`src/rtl/serial_paralelo_rx.sv`:
```
// -----------------------------------------------------------------------------
// serial_paralelo_rx
//
// Purpose:
//   Receive-side deserializer for the MSB-first serial stream that
//   paralelo_serial produces. It hunts for the COM symbol bit by bit to find
//   byte boundaries. After COM_COUNT consecutive boundary-aligned COMs it
//   locks. Once locked it presents every non-COM byte on data_out/valid_out.
//   Idle COMs are dropped.
//
// Parameters:
//   COM        comma / idle symbol used for alignment (default 8'hBC)
//   COM_COUNT  aligned COMs needed to lock, legal range 2..15 (default 4)
//
// Ports:
//   clk_32f     in   bit clock, all state changes on its rising edge
//   reset_L     in   synchronous active-low reset
//   data_in     in   serial bit, MSB first, one bit per clk_32f
//   data_out    out  [7:0] last received non-COM byte
//   valid_out   out  data_out holds a fresh data byte for this byte period
//   active      out  receiver locked
//   byte_count  out  [7:0] count of data bytes delivered, wraps 255->0
//                    (present only when SP_BYTE_COUNT_EN is defined)
//
// Build option:
//   SP_BYTE_COUNT_EN  when defined, adds the byte_count output and counter.
// -----------------------------------------------------------------------------
module serial_paralelo_rx #(
    parameter logic [7:0]  COM       = 8'hBC,
    parameter int unsigned COM_COUNT = 4
) (
    input  logic       clk_32f,
    input  logic       reset_L,
    input  logic       data_in,
    output logic [7:0] data_out,
    output logic       valid_out,
    output logic       active
`ifdef SP_BYTE_COUNT_EN
    ,
    output logic [7:0] byte_count
`endif
);

    localparam logic [3:0] COM_COUNT_W = 4'(COM_COUNT);

    typedef enum logic [1:0] {
        SEARCH = 2'd0,
        ALIGN  = 2'd1,
        ACTIVE = 2'd2
    } state_t;

    state_t     state_reg, state_next;
    logic [7:0] sr_reg, sr_next;
    logic [2:0] phase_reg, phase_next;
    logic [3:0] com_cnt_reg, com_cnt_next;
    logic [7:0] data_out_reg, data_out_next;
    logic       valid_reg, valid_next;
    logic       active_reg, active_next;
`ifdef SP_BYTE_COUNT_EN
    logic [7:0] byte_count_reg, byte_count_next;
`endif

    // A boundary is the cycle in which sr_reg holds one complete byte.
    logic boundary;
    logic sr_is_com;

    assign boundary  = (phase_reg == 3'd0);
    assign sr_is_com = (sr_reg == COM);

    always_ff @(posedge clk_32f) begin
        if (!reset_L) begin
            state_reg      <= SEARCH;
            sr_reg         <= 8'h00;
            phase_reg      <= 3'd0;
            com_cnt_reg    <= 4'd0;
            data_out_reg   <= 8'h00;
            valid_reg      <= 1'b0;
            active_reg     <= 1'b0;
`ifdef SP_BYTE_COUNT_EN
            byte_count_reg <= 8'h00;
`endif
        end else begin
            state_reg      <= state_next;
            sr_reg         <= sr_next;
            phase_reg      <= phase_next;
            com_cnt_reg    <= com_cnt_next;
            data_out_reg   <= data_out_next;
            valid_reg      <= valid_next;
            active_reg     <= active_next;
`ifdef SP_BYTE_COUNT_EN
            byte_count_reg <= byte_count_next;
`endif
        end
    end

    always_comb begin
        state_next      = state_reg;
        sr_next         = {sr_reg[6:0], data_in};
        // 3-bit counter wraps naturally, giving the mod-8 byte phase.
        phase_next      = phase_reg + 3'd1;
        com_cnt_next    = com_cnt_reg;
        data_out_next   = data_out_reg;
        valid_next      = valid_reg;
        active_next     = active_reg;
`ifdef SP_BYTE_COUNT_EN
        byte_count_next = byte_count_reg;
`endif

        unique case (state_reg)
            SEARCH: begin
                // Bit-level hunt. The cycle where sr matches COM is a boundary.
                // Starting the phase at 1 lands the next boundary 8 cycles later.
                phase_next = 3'd0;
                if (sr_is_com) begin
                    phase_next   = 3'd1;
                    com_cnt_next = 4'd1;
                    state_next   = ALIGN;
                end
            end

            ALIGN: begin
                if (boundary) begin
                    if (sr_is_com) begin
                        com_cnt_next = com_cnt_reg + 4'd1;
                        if ((com_cnt_reg + 4'd1) == COM_COUNT_W) begin
                            state_next  = ACTIVE;
                            active_next = 1'b1;
                        end
                    end else begin
                        // The candidate boundary was wrong (for example, a COM
                        // that straddled two bytes). Resume the hunt.
                        com_cnt_next = 4'd0;
                        state_next   = SEARCH;
                    end
                end
            end

            ACTIVE: begin
                // Outputs change only at boundaries, so each value is held
                // for a full byte period. Only reset leaves this state.
                if (boundary) begin
                    if (!sr_is_com) begin
                        data_out_next = sr_reg;
                        valid_next    = 1'b1;
`ifdef SP_BYTE_COUNT_EN
                        byte_count_next = byte_count_reg + 8'd1;
`endif
                    end else begin
                        valid_next = 1'b0;
                    end
                end
            end

            default: begin
                state_next = SEARCH;
            end
        endcase
    end

    assign data_out  = data_out_reg;
    assign valid_out = valid_reg;
    assign active    = active_reg;
`ifdef SP_BYTE_COUNT_EN
    assign byte_count = byte_count_reg;
`endif

endmodule
```
`config.mk`:
```
export PLATFORM = sky130hd
export DESIGN_NAME = serial_paralelo_rx
export DESIGN_NICKNAME = d
export VERILOG_FILES = /design/src/rtl/serial_paralelo_rx.sv
export SDC_FILE = /design/constraint.sdc
export NUM_CORES = 1
export LEC_CHECK = 0
export ABC_AREA = 1
export CAP_MARGIN = 20
export CORE_AREA = 5 5 59 61
export DETAILED_ROUTE_END_ITERATION = 10
export DIE_AREA = 0 0 64 66
export GPL_ROUTABILITY_DRIVEN = 0
export PLACE_DENSITY_LB_ADDON = 0.2
export SYNTH_ARGS = -nofsm -noshare
export SYNTH_HDL_FRONTEND = slang
export SYNTH_SLANG_ARGS = --single-unit
```
`constraint.sdc`:
```
create_clock -name clk_32f -period 1.5 [get_ports clk_32f]
set_clock_uncertainty 0.2 [all_clocks]
set_input_delay 0.45 -clock clk_32f [delete_from_list [all_inputs] [get_ports clk_32f]]
set_output_delay 0.45 -clock clk_32f [all_outputs]
set_load 0.01 [all_outputs]
```
# Word level (Yosys, flattened, before mapping)
# Cells that the tools add are included.
# classes
n_reduce_logical	8
n_addsub	2
n_bitwise	2
n_eq_ne	7
n_mux	12
# op_table
op	count
two-way mux 4 bit	3
== test 8 bit, second input constant	1
two-way mux 2 bit	4
case mux 4 bit (2 select lines)	1
AND reduction 4 bit	2
case mux 2 bit (3 select lines)	1
AND reduction 3 bit	2
adder 4 x 1 -> 4 bit, second input constant	1
== test 4 x 3 -> 1 bit, second input constant	1
inequality test 2 bit, second input constant	2
adder 3 x 1 -> 3 bit, second input constant	1
logical NOT 3 bit	1
two-way mux 3 bit	1
inequality test 3 bit, second input constant	1
== test 2 x 1 -> 1 bit, second input constant	1
== test 2 bit, second input constant	1
logical NOT 2 bit	1
two-way mux 1 bit	2
inverter 1 bit	2
AND reduction 2 bit	1
nonzero test 2 bit	1
# totals
wordCells	38
output_inout_bits	10
input_bits	3
reg_bits	27

# Logic depth before layout (Yosys ltp)
# logic_depth
ltp_word	6
depth_mapped	10
depth_no_buf	10

# Least setup slack after synthesis
# No wires, ideal clock.
# synth_path
path_type	reg2reg
start	register phase_reg[0]
end	register data_out_reg[0] (netlist: data_out[0])
slack_ns	0.094
synth_period_minus_slack_ns	1.406
required_ns	1.234
setup_time_ns	0.066
arrival_ns	1.140
path_stages_with_launch	10
n_path_buf	1
cell_sequence	dfxtp_1 -> inv_1 -> ha_1 -> inv_1 -> nor2_4 -> nand2_4 -> nor2_4 -> buf_12 -> o21ai_2 -> a21oi_2
# synth_between
elab_chain_cells	2
# synth_lines
element	line	source
start, declared	54	logic [2:0] phase_reg, phase_next;
start signal, assigned	85	phase_reg <= phase_next;
logical NOT 3 bit	67	assign boundary = (phase_reg == 3'd0);
AND reduction 3 bit (no line)	n/a	
end signal, assigned	87	data_out_reg <= data_out_next;
end, declared	56	logic [7:0] data_out_reg, data_out_next;
# Every way passes these cells.
# A chain may end at the register's enable or synchronous reset.

# Worst setup path after layout
# layout_path
start	register phase_reg[0]
end	register data_out_reg[4] (netlist: data_out[4])
# The elaborated chain is that of the path after synthesis.

==> results.ini <==
[outcome]
status = complete, but fails checks
violations = negative setup slack

[synth]
ys_ff_latch = 27
synth_edf_count = 0
async_flop_share = 0
yosysWarnings = 0
synth_nets = 159
synthTopCellsByCount = dfxtp_1 (27), nand2_1 (22), nor2_1 (21), inv_1 (20)
seq_area_frac_synth = 0.432
synth_largest_area_cell = dfxtp_1
syn_area_per_cell_sq_um = 8.24
synthTopCellsByArea = dfxtp_1 (43%), nand2_1 (6.6%), nor2_1 (6.3%), inv_1 (6.0%), o21ai_2 (4.9%)
synth-main-ff-cell = dfxtp_1
synthesis.area_sq_um = 1250
synth_top_area_frac = 0.432
synth_cell_types = 28
synth.most_common_cell = dfxtp_1
syn_inst = 152

[worst_setup_path]
worst_r2r_endpoint = data_out[4]
critical_path_arrival_ps = 1620
endpoint_kind = register
reg2reg_slack_ps = -60
crit_fanout = 5
reg2reg_depth = 9
cp.required_ps = 1560
path_class = reg -> reg
reg2reg_from = phase_reg[0]
crit_path_start_kind = register

[route]
avgViaCountPerCell = 4.68
detail-route-antenna-nets = 0
drt_iter0_markers = 30
wirelength_um = 2420
vias = 1034
dr.pass1.iters = 4
wl_per_cell_um = 11.0
drcViolationCount = 0

[timing]
setup_viol = 8
slew_violations = 0
finalSetupTns_ps = -320
clock.fmax_mhz = 642
setup_ws_ps = -57.9
tightest_slew_ps = 259
min_period_ps = 1560
fin_crit_sh = 1.04
grt_setup_unrepaired = yes
hold_viol_final = 0
slew_headroom = 0.826

[finish]
stdcell_count = 221
diodes = 0
nets = 196
stdcell_area_sq_um = 1630
area.growth.synth_to_final_pct = 30.3
drive_above_1_share = 0.521

[placement]
dp_hpwl_um = 1820
dp_cells = 210
port_buffers = 12
placement.cell_area_sq_um = 1510

[floorplan]
core-area_sq_um = 2930
dieArea_sq_um = 4220
row_count = 20
io_pins = 13
start_util = 0.428
die_h_um = 66
die-width_um = 64

[job]
maxCapViolations = 0

[power_and_ir_drop]
power_density_nw_per_um2 = 657
p_leak_nw = 0.802
power_mw = 1.07
ir_drop_uv = 480

[min_path]
min_path_cells = 2
hold_path_class = reg -> reg
hold_end = sr_reg[1]
worstHoldStart = sr_reg[0]

[global_route]
grt_pass1_wl_um = 4390
grt_use_total = 0.129
grt-ovfl-total = 0
first_global_vias = 1020
grt_antenna_before_repair = 0
grt_max_degree = 19

[cts]
clkSlewWorstSetupHoldPaths_ps = 150
clockBufferDepth = 2
cts_sinks = 27
cts_hold_buf = 0
numCtsBuffers = 3
cts_tree = built
clockRootBuffer = clkbuf_4
clk_latency_ps = 320
h-tree-depth = 1

area by class of cell:
class	count	area, sq um
inverter	29	116
tap	33	41.3
clock buffer	3	22.5
fill	277	1300
multi-input combinational	93	594
sequential	27	558
timing repair buffer	35	292
clock inverter	1	7.51
worst max-delay path: stages (launching register included):
cell	delay, ps
dfxtp_2	350
inv_2	60
ha_4	140
inv_4	40
nor2_4	110
nand2_4	70
nor2_4	220
buf_6	170
o21ai_2	60
nor2_2	70
cells by family (layout without fill, tap and decap cells):
family                   count (synthesis)  after routing  synth area share
XOR/XNOR                                 2              2            0.0140
flip-flops                              27             27             0.432
AND/OR/NAND/NOR                         68             68             0.291
buffers and inverters                   32             68             0.118
AO/OA/AOI/OAI                           19             19             0.106
adder cells (fa/ha/maj)                  4              4            0.0400
repair_timing:
item / in CTS / in global routing
pin swaps: 4 / 4
gates resized for setup: 68 / 7
setup buffers: 5 / 2
endpoints found under the setup margin: 23 / 22
per-layer routing:
metal,track usage,part of all wire
met1,0.150,0.45
met2,0.237,0.52
met3,0.0221,0.022
met4,0.0390,0.012
met5,0,0
report_power, final:
| part | total [mW] | switching, mW | internal [mW] |
|---|---|---|---|
| clock network | 0.313 | 0.211 | 0.102 |
| logic | 0.0345 | 0.0204 | 0.0140 |
| registers | 0.724 | 0.00311 | 0.721 |
per-stage QoR:
step           hold slack (ps)  setup slack, ps  utilization
6_report                   250            -57.9        0.557
5_1_grt                    274             -152        0.557
4_1_cts                    256            -58.9        0.542
3_5_place_dp               234             -326        0.516
3_3_place_gp               234             -264        0.516
2_1_floorplan              219             94.5            -
how the worst max path moves through the flow:
stage                        end  depth (start not counted)    startpoint
global placement    phase_reg[1]                          3       reset_L
global route         data_out[4]                          9  phase_reg[0]
floorplan            data_out[0]                          9  phase_reg[0]
CTS                  data_out[4]                          9  phase_reg[1]
finish               data_out[4]                          9  phase_reg[0]
detailed placement  phase_reg[1]                          3       reset_L
cells in the final DEF, fill, tap and decap left out, drive strengths merged:
| cell | instances |
|---|---|
| o21ai | 13 |
| nor2 | 31 |
| clkinvlp | 1 |
| clkbuf | 3 |
| nand4 | 1 |
| xnor2 | 1 |
| clkinv | 1 |
| nand2 | 29 |
| a21oi | 6 |
| clkdlybuf4s50 | 2 |
| dfxtp | 27 |
| nor3 | 1 |
| nand3 | 5 |
| nor3b | 1 |
| ha | 4 |
| buf | 33 |
| inv | 28 |
| xor2 | 1 |
Power figures use the tool's default switching activity.
